===== config.mk =====
export PLATFORM = sky130hd
export DESIGN_NAME = hazard_stall_controller_flat
export DESIGN_NICKNAME = d
export VERILOG_FILES = /design/src/rtl/hazard_stall_controller_pkg.sv /design/src/rtl/hazard_stall_controller_if.sv /design/src/rtl/hazard_stall_controller_sat_counter.sv /design/src/rtl/hazard_stall_controller.sv /design/src/flat_wrapper.sv
export SDC_FILE = /design/constraint.sdc
export NUM_CORES = 1
export LEC_CHECK = 0
export CAP_MARGIN = 40
export CORE_ASPECT_RATIO = 1.25
export CORE_MARGIN = 1.5
export CORE_UTILIZATION = 40
export CTS_BUF_LIST = sky130_fd_sc_hd__clkbuf_16
export DETAILED_ROUTE_END_ITERATION = 12
export PLACE_DENSITY_LB_ADDON = 0.1
export SLEW_MARGIN = 20
export SYNTH_ARGS = -nofsm -noshare
export SYNTH_HDL_FRONTEND = slang
export SYNTH_SLANG_ARGS = --single-unit

===== constraint.sdc =====
create_clock -name clk -period 4.1 [get_ports clk]
set_input_delay 0.615 -clock clk [delete_from_list [all_inputs] [get_ports clk]]
set_output_delay 0.615 -clock clk [all_outputs]
set_load 0.02 [all_outputs]

===== src/rtl/hazard_stall_controller_pkg.sv =====
// Shared types and constants for the ARM pipeline control blocks.
// SRAM wait FSM states, register index width default, NOP encoding.
package arm_pipe_pkg;

  typedef enum logic [1:0] {
    RUN  = 2'd0,
    WAIT = 2'd1,
    ERR  = 2'd2
  } sram_state_e;

  localparam int REG_W_DEF = 4;

  // mov r0, r0 : what a bubble in ID/EX decodes as
  localparam logic [31:0] NOP_INSTR = 32'hE1A0_0000;

endpackage


===== src/rtl/hazard_stall_controller_if.sv =====
// Hazard/stall control bundle between the pipeline and the controller.
// master = pipeline side, slave = hazard_stall_controller.
interface hazard_stall_controller_if
  import arm_pipe_pkg::*;
#(
  parameter int REG_W = REG_W_DEF,
  parameter int CNT_W = 16
);

  logic             forward_en;
  logic             id_valid;
  logic [REG_W-1:0] src1;
  logic [REG_W-1:0] src2;
  logic             two_src;
  logic [REG_W-1:0] Dest_EXE;
  logic             WB_EN_EXE;
  logic             MEM_R_EN_EXE;
  logic [REG_W-1:0] Dest_MEM;
  logic             WB_EN_MEM;
  logic             MEM_R_EN_MEM;
  logic             MEM_W_EN_MEM;
  logic             sram_ready;
  logic             branch_taken;
  logic             cnt_clr;

  logic             forward_hazard;
  logic             freeze_pc;
  logic             freeze_ifid;
  logic             bubble_idex;
  logic             flush;
  logic             freeze_all;
  logic             mem_timeout;
  logic [CNT_W-1:0] stall_cnt;
  logic [CNT_W-1:0] wait_cnt;

  modport slave (
    input  forward_en, id_valid, src1, src2, two_src,
    input  Dest_EXE, WB_EN_EXE, MEM_R_EN_EXE,
    input  Dest_MEM, WB_EN_MEM, MEM_R_EN_MEM, MEM_W_EN_MEM,
    input  sram_ready, branch_taken, cnt_clr,
    output forward_hazard, freeze_pc, freeze_ifid,
    output bubble_idex, flush, freeze_all, mem_timeout,
    output stall_cnt, wait_cnt
  );

  modport master (
    output forward_en, id_valid, src1, src2, two_src,
    output Dest_EXE, WB_EN_EXE, MEM_R_EN_EXE,
    output Dest_MEM, WB_EN_MEM, MEM_R_EN_MEM, MEM_W_EN_MEM,
    output sram_ready, branch_taken, cnt_clr,
    input  forward_hazard, freeze_pc, freeze_ifid,
    input  bubble_idex, flush, freeze_all, mem_timeout,
    input  stall_cnt, wait_cnt
  );

endinterface


===== src/rtl/hazard_stall_controller_sat_counter.sv =====
// Saturating up-counter with synchronous clear.
// Clear wins over increment; holds at all-ones.
module sat_counter #(
  parameter int CNT_W = 16
) (
  input  logic             clk,
  input  logic             rst_n,
  input  logic             inc,
  input  logic             clr,
  output logic [CNT_W-1:0] q
);

  always_ff @(posedge clk or negedge rst_n) begin
    if (!rst_n)
      q <= '0;
    else if (clr)
      q <= '0;
    else if (inc && !(&q))
      q <= q + CNT_W'(1);
  end

endmodule


===== src/rtl/hazard_stall_controller.sv =====
// Stall/bubble/flush/freeze sequencing for the five-stage ARM pipeline.
// Also tracks SRAM waits with a sticky timeout and two perf counters.
module hazard_stall_controller
  import arm_pipe_pkg::*;
#(
  parameter int REG_W       = REG_W_DEF,
  parameter int CNT_W       = 16,
  parameter int MEM_TIMEOUT = 64
) (
  input logic clk,
  input logic rst_n,
  hazard_stall_controller_if.slave bus
);

  localparam int WC_W = $clog2(MEM_TIMEOUT) + 1;
  localparam logic [WC_W-1:0] WC_LAST = WC_W'(MEM_TIMEOUT - 2);

  sram_state_e      state_q, state_d;
  logic [WC_W-1:0]  wcnt_q, wcnt_d;

  logic [REG_W-1:0] s1, s2, de, dm;
  logic             m_exe, m_mem, raw;
  logic             acc, frz, stall_hit;
  logic             inc_stall, inc_wait;
  logic [CNT_W-1:0] stall_q, wait_q;

  assign s1 = bus.src1;
  assign s2 = bus.src2;
  assign de = bus.Dest_EXE;
  assign dm = bus.Dest_MEM;

  assign m_exe = bus.id_valid &
    ((de == s1) | (bus.two_src & (de == s2)));
  assign m_mem = bus.id_valid &
    ((dm == s1) | (bus.two_src & (dm == s2)));

  // with forwarding only a load in EXE cannot be bypassed
  assign raw = bus.forward_en
    ? (bus.MEM_R_EN_EXE & m_exe)
    : ((bus.WB_EN_EXE & m_exe) | (bus.WB_EN_MEM & m_mem));

  assign acc = bus.MEM_R_EN_MEM | bus.MEM_W_EN_MEM;
  assign frz = rst_n & acc & !bus.sram_ready & (state_q != ERR);

  always_ff @(posedge clk or negedge rst_n) begin
    if (!rst_n) begin
      state_q <= RUN;
      wcnt_q  <= '0;
    end else begin
      state_q <= state_d;
      wcnt_q  <= wcnt_d;
    end
  end

  always_comb begin
    state_d = state_q;
    wcnt_d  = wcnt_q;
    unique case (state_q)
      RUN: begin
        if (acc && !bus.sram_ready) begin
          state_d = WAIT;
          wcnt_d  = '0;
        end
      end
      WAIT: begin
        if (bus.sram_ready || !acc)
          state_d = RUN;
        else if (wcnt_q == WC_LAST)
          state_d = ERR;
        else
          wcnt_d = wcnt_q + WC_W'(1);
      end
      ERR: state_d = ERR;
      default: state_d = RUN;
    endcase
  end

  always_comb begin
    bus.flush       = 1'b0;
    bus.bubble_idex = 1'b0;
    bus.freeze_pc   = 1'b0;
    bus.freeze_ifid = 1'b0;
    stall_hit       = 1'b0;
    if (rst_n && !frz) begin
      if (bus.branch_taken) begin
        bus.flush       = 1'b1;
        bus.bubble_idex = 1'b1;
      end else if (raw) begin
        bus.freeze_pc   = 1'b1;
        bus.freeze_ifid = 1'b1;
        bus.bubble_idex = 1'b1;
        stall_hit       = 1'b1;
      end
    end
  end

  assign bus.forward_hazard = rst_n & bus.forward_en;
  assign bus.freeze_all     = frz;
  assign bus.mem_timeout    = rst_n & (state_q == ERR);

  assign inc_stall = stall_hit;
  assign inc_wait  = frz;

  sat_counter #(.CNT_W(CNT_W)) u_stall_cnt (
    .clk   (clk),
    .rst_n (rst_n),
    .inc   (inc_stall),
    .clr   (bus.cnt_clr),
    .q     (stall_q)
  );

  sat_counter #(.CNT_W(CNT_W)) u_wait_cnt (
    .clk   (clk),
    .rst_n (rst_n),
    .inc   (inc_wait),
    .clr   (bus.cnt_clr),
    .q     (wait_q)
  );

  assign bus.stall_cnt = stall_q;
  assign bus.wait_cnt  = wait_q;

endmodule


===== src/flat_wrapper.sv =====
// flat-port wrapper written by rule: the top's interface ports become plain ports
module hazard_stall_controller_flat import arm_pipe_pkg::*;
#(
  parameter int REG_W       = REG_W_DEF,
  parameter int CNT_W       = 16,
  parameter int MEM_TIMEOUT = 64
)
  (clk, rst_n, bus_forward_en, bus_id_valid, bus_src1, bus_src2, bus_two_src, bus_Dest_EXE, bus_WB_EN_EXE, bus_MEM_R_EN_EXE, bus_Dest_MEM, bus_WB_EN_MEM, bus_MEM_R_EN_MEM, bus_MEM_W_EN_MEM, bus_sram_ready, bus_branch_taken, bus_cnt_clr, bus_forward_hazard, bus_freeze_pc, bus_freeze_ifid, bus_bubble_idex, bus_flush, bus_freeze_all, bus_mem_timeout, bus_stall_cnt, bus_wait_cnt);
  hazard_stall_controller_if #(.REG_W(REG_W), .CNT_W(CNT_W)) bus_i ();
  input logic clk;
  input logic rst_n;
  input wire logic [$bits(bus_i.forward_en)-1:0] bus_forward_en;
  input wire logic [$bits(bus_i.id_valid)-1:0] bus_id_valid;
  input wire logic [$bits(bus_i.src1)-1:0] bus_src1;
  input wire logic [$bits(bus_i.src2)-1:0] bus_src2;
  input wire logic [$bits(bus_i.two_src)-1:0] bus_two_src;
  input wire logic [$bits(bus_i.Dest_EXE)-1:0] bus_Dest_EXE;
  input wire logic [$bits(bus_i.WB_EN_EXE)-1:0] bus_WB_EN_EXE;
  input wire logic [$bits(bus_i.MEM_R_EN_EXE)-1:0] bus_MEM_R_EN_EXE;
  input wire logic [$bits(bus_i.Dest_MEM)-1:0] bus_Dest_MEM;
  input wire logic [$bits(bus_i.WB_EN_MEM)-1:0] bus_WB_EN_MEM;
  input wire logic [$bits(bus_i.MEM_R_EN_MEM)-1:0] bus_MEM_R_EN_MEM;
  input wire logic [$bits(bus_i.MEM_W_EN_MEM)-1:0] bus_MEM_W_EN_MEM;
  input wire logic [$bits(bus_i.sram_ready)-1:0] bus_sram_ready;
  input wire logic [$bits(bus_i.branch_taken)-1:0] bus_branch_taken;
  input wire logic [$bits(bus_i.cnt_clr)-1:0] bus_cnt_clr;
  output wire logic [$bits(bus_i.forward_hazard)-1:0] bus_forward_hazard;
  output wire logic [$bits(bus_i.freeze_pc)-1:0] bus_freeze_pc;
  output wire logic [$bits(bus_i.freeze_ifid)-1:0] bus_freeze_ifid;
  output wire logic [$bits(bus_i.bubble_idex)-1:0] bus_bubble_idex;
  output wire logic [$bits(bus_i.flush)-1:0] bus_flush;
  output wire logic [$bits(bus_i.freeze_all)-1:0] bus_freeze_all;
  output wire logic [$bits(bus_i.mem_timeout)-1:0] bus_mem_timeout;
  output wire logic [$bits(bus_i.stall_cnt)-1:0] bus_stall_cnt;
  output wire logic [$bits(bus_i.wait_cnt)-1:0] bus_wait_cnt;
  assign bus_i.forward_en = bus_forward_en;
  assign bus_i.id_valid = bus_id_valid;
  assign bus_i.src1 = bus_src1;
  assign bus_i.src2 = bus_src2;
  assign bus_i.two_src = bus_two_src;
  assign bus_i.Dest_EXE = bus_Dest_EXE;
  assign bus_i.WB_EN_EXE = bus_WB_EN_EXE;
  assign bus_i.MEM_R_EN_EXE = bus_MEM_R_EN_EXE;
  assign bus_i.Dest_MEM = bus_Dest_MEM;
  assign bus_i.WB_EN_MEM = bus_WB_EN_MEM;
  assign bus_i.MEM_R_EN_MEM = bus_MEM_R_EN_MEM;
  assign bus_i.MEM_W_EN_MEM = bus_MEM_W_EN_MEM;
  assign bus_i.sram_ready = bus_sram_ready;
  assign bus_i.branch_taken = bus_branch_taken;
  assign bus_i.cnt_clr = bus_cnt_clr;
  assign bus_forward_hazard = bus_i.forward_hazard;
  assign bus_freeze_pc = bus_i.freeze_pc;
  assign bus_freeze_ifid = bus_i.freeze_ifid;
  assign bus_bubble_idex = bus_i.bubble_idex;
  assign bus_flush = bus_i.flush;
  assign bus_freeze_all = bus_i.freeze_all;
  assign bus_mem_timeout = bus_i.mem_timeout;
  assign bus_stall_cnt = bus_i.stall_cnt;
  assign bus_wait_cnt = bus_i.wait_cnt;
  hazard_stall_controller #(.REG_W(REG_W), .CNT_W(CNT_W), .MEM_TIMEOUT(MEM_TIMEOUT)) u_core (.clk(clk), .rst_n(rst_n), .bus(bus_i));
endmodule

==> flow_summary.yaml, run 1 <==
synthesis:
  seq_area_frac_synth: 0.420
  muxShareOfSynthArea: 0.0312
  synthTopCellsByCount: "dfrtp_1 (41), nor2_1 (33), xor2_1 (20), nand3_1 (18), nand2_1 (16)"
  ys.flop_type: "dfrtp_1"
  synth_top_cell_area_share: 0.420
  synthesis.area_um2: 2440
  postSynthNetCount: 294
  synth-seq-cells: 41
  synthAdderAreaFrac: 0.0205
  yosys.area_share.xor_xnor: 0.122
  yosys-top-cells-area: "dfrtp_1 (42%), xor2_1 (7.2%), nor2_1 (5.1%)"
  synth_top_family_by_area: "simple AND/OR/NAND/NOR gates"
  synthSimpleGateAreaFrac: 0.264
  async_flop_share: 1.00
  synthCells: 261
  yosysWarnings: 0
  synth_largest_area_cell: "dfrtp_1"
  syn_area_per_cell_um2: 9.36
  synth_compound_area_frac: 0.118
  synth_edf_count: 0
  yosysMostFrequentCell: "dfrtp_1"
  ys_types: 47
power:
  ir_drop_uv: 176
  power.share.sequential: 0.460
  switching_power_uw: 220
  internal_power_uw: 686
  clkPwrFrac: 0.420
  power_leakage_nw: 1.29
  swShare: 0.242
  design_power_total_uw: 906
  pwr-share-comb: 0.120
  power_density_nw_per_um2: 271
layout:
  area_growth_syn_to_layout_pct: 36.9
  fin_cells: 413
  final_nets: 363
  antenna-diode-count: 0
  layout-drive-gt1-share: 0.0816
clock_tree:
  htreeDepth: 2
  cts-root-buf: "clkbuf_16"
  clockBufferDepth: 2
  cts_tree: "done"
  cts_made_buffers: 5
  cts_sinks: 41
  post_cts_resized: 0
  postCtsHoldBufs: 0
  clk_pin_slew_ns: 0.06
  post_cts_buffers: 0
  clock_latency_ns: 0.28
floorplan:
  core_um2: 5860
  start_util: 0.417
  die_w_um: 72.9
  io_pins: 68
  die_h_um: 90.4
  num_rows: 31
  die_area_um2: 6590
sta:
  fin_setup_tns_ns: 0
  slew_headroom: 0.397
  fmax_mhz: 315
  timing.final.ws_setup_ns: 0.921
  hold_viol_final: 0
  layout_min_cycle_time_ns: 3.18
  clock_skew_ns: 0.00550
  tightest_slew_ns: 0.900
  rsz0062_at_grt: "false"
  finalSetupViolCount: 0
  fin_crit_sh: 0.775
  maxSlewViolCount: 0
setup_path:
  critPathCaptureType: "output port"
  r2r_slack_ns: 1.80
  cp-startpoint: "bus_src1[1]"
  r2r-end: "u_core.u_stall_cnt.q[15]$_DFFE_PN0P_"
  criticalPathCategory: "in -> out"
  reg2reg_depth: 6
  start_kind: "input port"
  cp_data_arrival_time_ns: 2.56
  worstPathMaxFanout: 2
  required_ns: 3.48
  r2r_start: "u_core.state_q[0]$_DFFE_PN0P_"
placement:
  portBuffers: 67
  place_congestion: 0.792
  pre_cts_slack_ns: 0.928
  dp_hpwl_mm: 3.99
  place_inst: 405
route:
  drc: 0
  num_vias: 2191
  totalWireLength_mm: 5.54
  wl_per_cell_um: 13.4
  postRouteAntennaNets: 0
  first_pass_iters: 4
  viasPerCell: 5.31
  drt_iter0_drc: 96
global_route:
  track_usage: 0.177
  grt_first_pass_wirelength_mm: 9.46
  grt_pass1_vias: 2111
  grt-ovfl-total: 0
  grt_max_degree: 30
  grt_antenna_before_repair: 0
outcome:
  status: "finished, final reports clean"
job:
  cap_violations: 0
worst_hold_path:
  min_path_type: "in -> async"
flip-flops by register name (all words and copies together), names as in the netlist:
name                  flops
u_core.state_q            2
u_core.u_stall_cnt.q     16
u_core.u_wait_cnt.q      16
u_core.wcnt_q             7
cell families (layout without fill, tap and decap cells):
group                    count (synthesis)  count (layout)
adder cells (fa/ha/maj)                  4               4
multiplexers                             7               7
buffers and inverters                   15              85
AND/OR/NAND/NOR                        120             120
XOR/XNOR                                34              34
flip-flops                              41              41
AO/OA/AOI/OAI                           40              40
cell type report:
class	count	area, µm²
tap	82	103
multi-input combinational	205	1360
clock inverter	3	17.5
sequential	41	1030
inverter	6	22.5
clock buffer	5	125
timing repair buffer	71	696
fill	548	2510
through the flow:
stage / utilization / cell area, µm² / hold slack, ns
3_5_place_dp: 0.547 / 3200 / 0.533
2_1_floorplan: - / 2440 / 0.319
5_1_grt: 0.571 / 3350 / 0.406
4_1_cts: 0.571 / 3350 / 0.383
3_3_place_gp: 0.547 / 3200 / 0.533
6_report: 0.571 / 3350 / 0.354
worst max-delay path, stage by stage:
cell             delay, ns
clkdlybuf4s50_1       0.44
xor2_1                0.17
nor4_1                0.29
o2bb2ai_1             0.17
nor2_1                0.08
nor2_1                0.15
clkdlybuf4s50_1       0.64
power by group through the flow:
stage	clock (mW)	combinational [mW]	sequential (mW)
6_report	0.381	0.109	0.417
3_3_place_gp	0	0.110	0.424
5_1_grt	0.411	0.121	0.418
2_1_floorplan	0	0.0503	0.424
3_5_place_dp	0	0.110	0.424
4_1_cts	0.394	0.111	0.417
layer usage:
metal / vias up / global-route usage / routed length, µm / part of all wire
li1: 1077 / - / - / -
met3: 2 / 0.0391 / 194 / 0.035
met4: 0 / 0.0472 / 35 / 0.0063
met5: - / 0 / 0 / 0
met2: 44 / 0.310 / 2890 / 0.52
met1: 1068 / 0.216 / 2420 / 0.44
layout by cell type, fill, tap and decap left out, types with 2 or more instances in the layout:
cell type	count
clkdlybuf4s50_1	66
dfrtp_1	41
nor2_1	33
xor2_1	20
nand3_1	18
nand2_1	16
xnor2_1	14
a21oi_1	13
or4_1	8
nand4_1	7
o31ai_1	7
inv_1	6
o21ai_0	6
and2_1	5
mux2_2	5
clkbuf_16	5
and4_1	4
nor3_1	4
nor2b_1	4
ha_1	4
buf_4	4
nand2b_1	3
nor4_1	3
a211oi_1	3
o41ai_1	2
or4b_1	2
mux2i_1	2
or3_1	2
and3_1	2
clkinv_2	2
worst max-delay path by stage:
| stage | end | slack [ns] | cells past startpoint |
|---|---|---|---|
| 3_5_place_dp | bus_bubble_idex | 0.93 | 7 |
| 6_report | bus_freeze_pc | 0.92 | 7 |
| 3_3_place_gp | bus_bubble_idex | 0.94 | 7 |
| 4_1_cts | bus_bubble_idex | 0.93 | 7 |
| 2_1_floorplan | bus_freeze_pc | 1.29 | 8 |
| 5_1_grt | bus_freeze_pc | 0.72 | 7 |
Note: power is estimated with default switching activity, not from simulation.
==> run 2: changes to the inputs <==
==> constraint.sdc (replaced) <==
create_clock -name clk -period 2.8 [get_ports clk]
set_input_delay 0.42 -clock clk [delete_from_list [all_inputs] [get_ports clk]]
set_output_delay 0.42 -clock clk [all_outputs]
set_load 0.02 [all_outputs]
==> run 2 against run 1 <==
Net effect:
- core utilization is 1.9 points higher
- clock skew is 0.0014 ns higher
- combinational power grew 50%
- critical path depth fell by 2
- highest routed layer unchanged
==> flow_summary.yaml, run 2 (same netlist as run 1, synthesis figures left out) <==
global_route:
  grt-ovfl-total: 0
  grt_first_pass_wirelength_mm: 9.40
  grt_max_degree: 40
  track_usage: 0.177
  grt_antenna_before_repair: 0
  grt_pass1_vias: 2088
route:
  postRouteAntennaNets: 0
  num_vias: 2207
  top_layer_used: "met4"
  route.met2.wl_mm: 2.91
  drt_iter0_drc: 78
  first_pass_iters: 4
  wl_per_cell_um: 13.4
  wl_met3_um: 173
  totalWireLength_mm: 5.63
  drc: 0
  wl_met1_mm: 2.50
  viasPerCell: 5.25
layout:
  layout-drive-gt1-share: 0.0976
  antenna-diode-count: 0
  final_area_um2: 3460
  top_regs: "u_core.u_stall_cnt.q x16, u_core.u_wait_cnt.q x16, u_core.wcnt_q x7"
  final_common_cell: "clkdlybuf4s50_1"
  final_cell_mix: "clkdlybuf4s50_1 (63), dfrtp_1 (41), nor2_1 (33)"
  fin_cells: 420
  final_nets: 370
  area_growth_syn_to_layout_pct: 41.6
sta:
  hold_viol_final: 0
  slew_headroom: 0.469
  fin_crit_sh: 0.885
  timing.final.ws_setup_ns: 0.322
  clock_skew_ns: 0.00694
  maxSlewViolCount: 0
  fin_setup_tns_ns: 0
  layout_min_cycle_time_ns: 2.48
  rsz0062_at_grt: "false"
  fmax_mhz: 404
  tightest_slew_ns: 0.794
  finalSetupViolCount: 0
clock_tree:
  cts_tree: "done"
  post_cts_buffers: 0
  clockBufferDepth: 2
  cts-root-buf: "clkbuf_16"
  clock_latency_ns: 0.28
  clk_pin_slew_ns: 0.06
  cts_made_buffers: 5
  htreeDepth: 2
  cts_sinks: 41
placement:
  portBuffers: 67
  placed_area_um2: 3250
  dp_hpwl_mm: 4.13
  place_congestion: 0.786
  pre_cts_slack_ns: 0.0162
  place_inst: 411
setup_path:
  worstPathMaxFanout: 8
  cp_data_arrival_time_ns: 2.06
  start_kind: "input port"
  r2r_slack_ns: 0.58
  reg2reg_depth: 6
  required_ns: 2.38
  critPathCaptureType: "output port"
  criticalPathCategory: "in -> out"
power:
  power_density_nw_per_um2: 441
  power_leakage_nw: 1.40
  ir_drop_uv: 313
floorplan:
  die_area_um2: 6590
  die_w_um: 72.9
  core_um2: 5860
  io_pins: 68
  num_rows: 31
  die_h_um: 90.4
  start_util: 0.417
job:
  cap_violations: 0
outcome:
  status: "finished, final reports clean"
worst_hold_path:
  min_path_type: "in -> async"
-- run 2: what timing repair did --
item	in CTS	in global routing
setup endpoints to repair	0	3
gates resized for setup	0	3
hold buffers	1	0
endpoints found under the hold margin	2	0
-- run 2: worst paths after layout --
kind,from,endpoint
max in group asynchronous,rst_n,u_core.u_wait_cnt.q[14]$_DFFE_PN0P_
setup / recovery,rst_n,bus_freeze_all
min in group clk,u_core.wcnt_q[4]$_DFFE_PN0P_,u_core.wcnt_q[4]$_DFFE_PN0P_
hold / removal,rst_n,u_core.state_q[0]$_DFFE_PN0P_
hold reg to reg,u_core.wcnt_q[4]$_DFFE_PN0P_,u_core.wcnt_q[4]$_DFFE_PN0P_
setup reg to reg,u_core.state_q[0]$_DFFE_PN0P_,u_core.u_stall_cnt.q[15]$_DFFE_PN0P_
-- run 2: metal layers --
| layer | up-vias | track usage |
|---|---|---|
| li1 | 1092 | - |
| met1 | 1066 | 0.215 |
| met2 | 45 | 0.304 |
| met3 | 4 | 0.0368 |
| met4 | 0 | 0.0613 |
| met5 | - | 0 |
-- run 2: per-stage QoR --
stage | total power, mW | util | hold slack [ns]
2_1_floorplan | 0.694 | - | 0.124
3_3_place_gp | 0.786 | 0.555 | 0.269
3_5_place_dp | 0.787 | 0.555 | 0.266
4_1_cts | 1.54 | 0.589 | 0.548
5_1_grt | 1.59 | 0.591 | 0.565
6_report | 1.52 | 0.591 | 0.545
-- run 2: area by class of cell --
type	instances	area (µm²)
Clock buffer	5	125
Clock inverter	3	68.8
Fill cell	537	2400
Inverter	6	22.5
Multi-Input combinational cell	205	1360
Sequential cell	41	1030
Tap cell	82	103
Timing Repair Buffer	78	758
-- run 2: worst max-delay path, cell delays in order --
cell and delay [ns]:
dlygate4sd3_1 0.54, buf_2 0.21, nand3_1 0.17, inv_1 0.11, clkdlybuf4s50_1 0.60
-- run 2: report_power, final --
group	internal, mW	leakage (nW)	switching [mW]
logic	0.0823	0.734	0.0821
registers	0.600	0.569	0.00944
clock network	0.514	0.0944	0.236
total	1.20	1.40	0.328
==> run 3: changes to the inputs <==
--- a/config.mk
+++ b/config.mk
@@ -7,9 +7,10 @@
 export LEC_CHECK = 0
 export CAP_MARGIN = 40
 export CORE_ASPECT_RATIO = 1.25
-export CORE_MARGIN = 1.5
+export CORE_MARGIN = 1
 export CORE_UTILIZATION = 40
 export CTS_BUF_LIST = sky130_fd_sc_hd__clkbuf_16
+export CTS_CLUSTER_SIZE = 16
 export DETAILED_ROUTE_END_ITERATION = 12
 export PLACE_DENSITY_LB_ADDON = 0.1
 export SLEW_MARGIN = 20
==> run 3 against run 2 <==
Net effect:
- highest routed layer unchanged
- design area fell by 2.0%
- count of clock-buffer cells in the layout did not move
- cell count fell by 0.48%
- maximum frequency rose by 0.45%
- critical endpoint is now bus_flush
- clock skew rose by 0.0013 ns
- die area fell by 2.5%
- largest cell class unchanged
- critical path type unchanged
- hold slack got worse by 0.41 ns
- combinational power barely moved
- first-iteration DRC count rose by 14%
==> flow_summary.yaml, run 3 (same netlist as run 1, synthesis figures left out) <==
sta:
  layout_min_cycle_time_ns: 2.47
  fin_setup_tns_ns: 0
  finalSetupViolCount: 0
  tightest_slew_ns: 0.773
  holdWs_ns: 0.139
  clock_skew_ns: 0.00821
  fin_crit_sh: 0.881
  slew_headroom: 0.483
  hold_viol_final: 0
  fmax_mhz: 405
  rsz0062_at_grt: "false"
  maxSlewViolCount: 0
placement:
  portBuffers: 67
  dp_hpwl_mm: 3.89
  place_congestion: 0.797
clock_tree:
  postCtsHoldBufs: 0
  post_cts_buffers: 0
  clk_pin_slew_ns: 0.06
  cts_made_buffers: 5
  cts_sinks: 41
  htreeDepth: 2
  cts-root-buf: "clkbuf_16"
  clock_latency_ns: 0.28
  clockBufferDepth: 2
  cts_tree: "done"
  post_cts_resized: 0
floorplan:
  die_w_um: 71.9
  die_area_um2: 6430
  start_util: 0.417
  core_um2: 5860
  io_pins: 68
  die_h_um: 89.4
  num_rows: 31
layout:
  final_nets: 368
  final_cell_mix: "clkdlybuf4s50_1 (63), dfrtp_1 (41), nor2_1 (33)"
  regArea_um2: 1030
  antenna-diode-count: 0
  final_common_cell: "clkdlybuf4s50_1"
  layout-drive-gt1-share: 0.0952
  nFillCells: 520
  multi_input_area_um2: 1360
  area_growth_syn_to_layout_pct: 38.8
  top_regs: "u_core.u_stall_cnt.q x16, u_core.u_wait_cnt.q x16, u_core.wcnt_q x7"
power:
  power.share.sequential: 0.459
  pwr-share-comb: 0.123
  power_leakage_nw: 1.37
  switching_power_uw: 320
  design_power_total_mw: 1.33
  internal_power_mw: 1.01
  clkPwrFrac: 0.418
  ir_drop_uv: 201
  power_density_nw_per_um2: 392
  swShare: 0.241
global_route:
  grt_first_pass_wirelength_mm: 9.12
  grt_max_degree: 36
  grt_pass1_vias: 2071
  track_usage: 0.179
  grt-ovfl-total: 0
  grt_antenna_before_repair: 0
setup_path:
  crit_path_frequent_cell: "clkdlybuf4s50_1"
  r2r_slack_ns: 0.50
  cp-startpoint: "bus_MEM_W_EN_MEM"
  r2r-end: "u_core.u_stall_cnt.q[15]$_DFFE_PN0P_"
  cp.depth: 6
  slowest_stage: "clkdlybuf4s50_1"
  max_stage_delay_ns: 0.61
  critPathCaptureType: "output port"
  worstPathMaxFanout: 4
  required_ns: 2.38
  path_buf_inv: 3
  criticalPathCategory: "in -> out"
  cp_top_family: "buffers and inverters"
  worstSetupEndpoint: "bus_flush"
  start_kind: "input port"
  r2r_start: "u_core.state_q[0]$_DFFE_PN0P_"
  cp_data_arrival_time_ns: 2.05
  crit_chain: "clkdlybuf4s50_1 > o21bai_2 > buf_4 > o21ai_0 > nor2_1 > clkdlybuf4s50_1"
  reg2reg_depth: 6
route:
  totalWireLength_mm: 5.31
  num_vias: 2173
  drt_iter0_drc: 89
  drc: 0
  first_pass_iters: 4
  postRouteAntennaNets: 0
  wl_per_cell_um: 12.7
  viasPerCell: 5.20
job:
  cap_violations: 0
outcome:
  status: "finished, final reports clean"
worst_hold_path:
  min_path_type: "in -> async"
## run 3: metrics by stage
step	cell area, µm²	std cells	worst slack [ns]	util
final	3390	418	0.334	0.579
after detailed placement	3240	410	0.0103	0.553
after CTS	3380	418	0.00769	0.578
after floorplan	2440	261	0.382	-
after global routing	3390	418	0.244	0.579
after global placement	3240	410	0.0341	0.553
## run 3: layout make-up
class | count | share of cell area
Tap cell | 82 | 0.0303
Clock inverter | 3 | 0.00517
Sequential cell | 41 | 0.303
Multi-Input combinational cell | 205 | 0.400
Inverter | 6 | 0.00664
Timing Repair Buffer | 76 | 0.218
Clock buffer | 5 | 0.0369
## run 3: routing by layer
layer / up-vias / global-route usage / part of all wire
met1: 1033 / 0.228 / 0.46
li1: 1083 / - / -
met4: 0 / 0.0677 / 0.012
met5: - / 0 / 0
met2: 50 / 0.298 / 0.49
met3: 7 / 0.0406 / 0.041
## run 3: worst min-delay path by stage
stage and end:
4_1_cts u_core.wcnt_q[3]$_DFFE_PN0P_, 2_1_floorplan u_core.state_q[0]$_DFFE_PN0P_, 5_1_grt u_core.wcnt_q[3]$_DFFE_PN0P_, 6_report u_core.wcnt_q[3]$_DFFE_PN0P_, 3_5_place_dp u_core.wcnt_q[3]$_DFFE_PN0P_, 3_3_place_gp u_core.wcnt_q[5]$_DFFE_PN0P_
## run 3: power by group through the flow
stage | sequential, mW | combinational (mW) | clock (mW)
finish | 0.610 | 0.163 | 0.556
global route | 0.611 | 0.179 | 0.603
CTS | 0.609 | 0.166 | 0.575
detailed placement | 0.620 | 0.165 | 0
global placement | 0.620 | 0.165 | 0
floorplan | 0.621 | 0.0736 | 0
==> edit (config.mk and constraints of run 2) <==
`MEM_TIMEOUT` is set to 64 in 2 places; all go to 128.
--- a/src/rtl/hazard_stall_controller.sv
+++ b/src/rtl/hazard_stall_controller.sv
@@ -6,5 +6,5 @@
   parameter int REG_W       = REG_W_DEF,
   parameter int CNT_W       = 16,
-  parameter int MEM_TIMEOUT = 64
+  parameter int MEM_TIMEOUT = 128
 ) (
   input logic clk,
--- a/src/flat_wrapper.sv
+++ b/src/flat_wrapper.sv
@@ -4,5 +4,5 @@
   parameter int REG_W       = REG_W_DEF,
   parameter int CNT_W       = 16,
-  parameter int MEM_TIMEOUT = 64
+  parameter int MEM_TIMEOUT = 128
 )
   (clk, rst_n, bus_forward_en, bus_id_valid, bus_src1, bus_src2, bus_two_src, bus_Dest_EXE, bus_WB_EN_EXE, bus_MEM_R_EN_EXE, bus_Dest_MEM, bus_WB_EN_MEM, bus_MEM_R_EN_MEM, bus_MEM_W_EN_MEM, bus_sram_ready, bus_branch_taken, bus_cnt_clr, bus_forward_hazard, bus_freeze_pc, bus_freeze_ifid, bus_bubble_idex, bus_flush, bus_freeze_all, bus_mem_timeout, bus_stall_cnt, bus_wait_cnt);
Formal check against the unedited RTL: same outputs for any inputs over 10 cycles, from zero or initial values and one cycle with rst_n low; that may be too few to reach the edited logic, so the function may still have changed.
==> edit against run 2 <==
  * Maximum frequency is 6.4% lower
  * Setup slack worse by 0.17 ns
  * Final cell count is 6.9% higher
  * Sequential power is 2% higher
  * Total power is 9.5% lower
  * Sequential cell count is 1 higher
  * Global-route usage is 1.2 points higher
  * Area after synthesis is 5.9% higher
  * Sequential share of layout area is 0.42 points lower
  * Wire length is 6.2% higher
  * Design area is 3.9% higher
  * Core utilization is 1.1 points lower
  * Synthesized cell count is 7.3% higher
  * Critical endpoint unchanged
==> edit: results (changes against run 2) <==
stage,metric,value,unit,change
run_status,status,"finished, final reports clean",,unchanged
final_layout,multi-input combinational area share,0.409,,was 0.392
power_and_ir_drop,clock share of power,0.420,,was 0.492
power_and_ir_drop,VDD IR max,0.000252,V,was 0.000313 V
final_layout,share of cells above drive strength 1,0.124,,was 0.0976
power_and_ir_drop,leakage power,1.42,nW,was 1.40 nW
logic_synthesis,synth cell count leaders,"dfrtp_1, nor2_1, xnor2_1",,"was dfrtp_1, nor2_1, xor2_1"
clock_tree,clock sinks,42,,was 41
critical_path,Reg2Reg Depth,7,,was 6
final_layout,non-clock buffer contribution to total cell area,0.220,,was 0.219
global_route,vias in the first global route,2293,,was 2088
critical_path,register-to-register setup slack,0.48,ns,was 0.58 ns
placed_design,Placer Congestion,0.745,,was 0.786
placed_design,cell total after placement,440,,was 411
critical_path,worst r2r dst,u_core.u_stall_cnt.q[6],,was u_core.u_stall_cnt.q[15]
route,routed vias/inst,5.16,,was 5.25
placed_design,Post-DP HPWL,4.46,mm,was 4.13 mm
final_layout,invs w/o clock,7,,was 6
placed_design,dpl cell area,0.00344,mm^2,was 0.00325 mm^2
final_layout,Regs by FF count,"u_core.u_stall_cnt.q x16, u_core.u_wait_cnt.q x16, u_core.wcnt_q x8",,"was u_core.u_stall_cnt.q x16, u_core.u_wait_cnt.q x16, u_core.wcnt_q x7"
final_layout,Clock Network Area Fraction,0.0418,,was 0.0561
timing,worst-margin pin slew,0.637,ns,was 0.794 ns
global_route,GRT Overall Usage,0.189,,was 0.177
final_layout,comb_multi_in,223,,was 205
route,met2 wire length,2.85,mm,was 2.91 mm
logic_synthesis,Mean Syn Cell Area,9.25,um^2,was 9.36 um^2
floorplan,Die W,75.0,um,was 72.9 um
power_and_ir_drop,Seq pwr share,0.452,,was 0.400
global_route,first-pass GRT wire length,10.4,mm,was 9.40 mm
route,1st-iter DRT viols,97,,was 78
timing,final setup skew,0.00988,ns,was 0.00694 ns
final_layout,FILL cells,559,,was 537
final_layout,Layout Nets,396,,was 370
-- edit: cell count changes in the layout (fill, tap and decap cells not counted), moves of 4 or more --
| cell | before | now |
|---|---|---|
| nand4_1 | 7 | 11 |
| mux2_2 | 5 | 11 |
| xor2_1 | 20 | 10 |
| nor3_1 | 4 | 11 |
| nor2b_1 | 4 | 8 |
| or4_1 | 8 | 1 |
| o21ai_0 | 6 | 12 |
| nor2_1 | 33 | 38 |
| o31ai_1 | 7 | 1 |
| buf_4 | 10 | 16 |
| or3_1 | 2 | 8 |
| xnor2_1 | 14 | 23 |
-- edit: metrics by stage --
stage           util  setup WS, ns  total power [W]
6_report       0.579         0.154          0.00138
2_1_floorplan      -         0.490         0.000710
3_5_place_dp   0.554        -0.167         0.000813
3_3_place_gp   0.553        -0.129         0.000810
5_1_grt        0.579       -0.0149          0.00145
4_1_cts        0.579         0.113          0.00140
-- edit: kinds of logic (layout without fill, tap and decap cells) --
kind of cell    after synthesis  in the layout  synth area share
flops                        42             42             0.406
compound gates               34             34            0.0904
mux                          12             12            0.0517
buf+inv                      15             99            0.0266
fa+ha+maj                     4              4            0.0193
simple gates                140            140             0.294
xor+xnor                     33             33             0.112
-- edit: critical path, delay by kind of cell --
kind | cells | cell delay (ns)
buffers and inverters | 5 | 1.68
AND/OR/NAND/NOR | 1 | 0.12
-- edit: repair_timing --
action / 4_1_cts / 5_1_grt
hold buffers: 1 / 0
setup endpoints to repair: 3 / 2
endpoints found under the hold margin: 1 / 0
resized for setup: 3 / 4
-- edit: per-layer routing --
metal,vias up,GRT usage
li1,1164,-
met1,1085,0.243
met2,55,0.311
met3,12,0.0359
met4,0,0.0652
met5,-,0
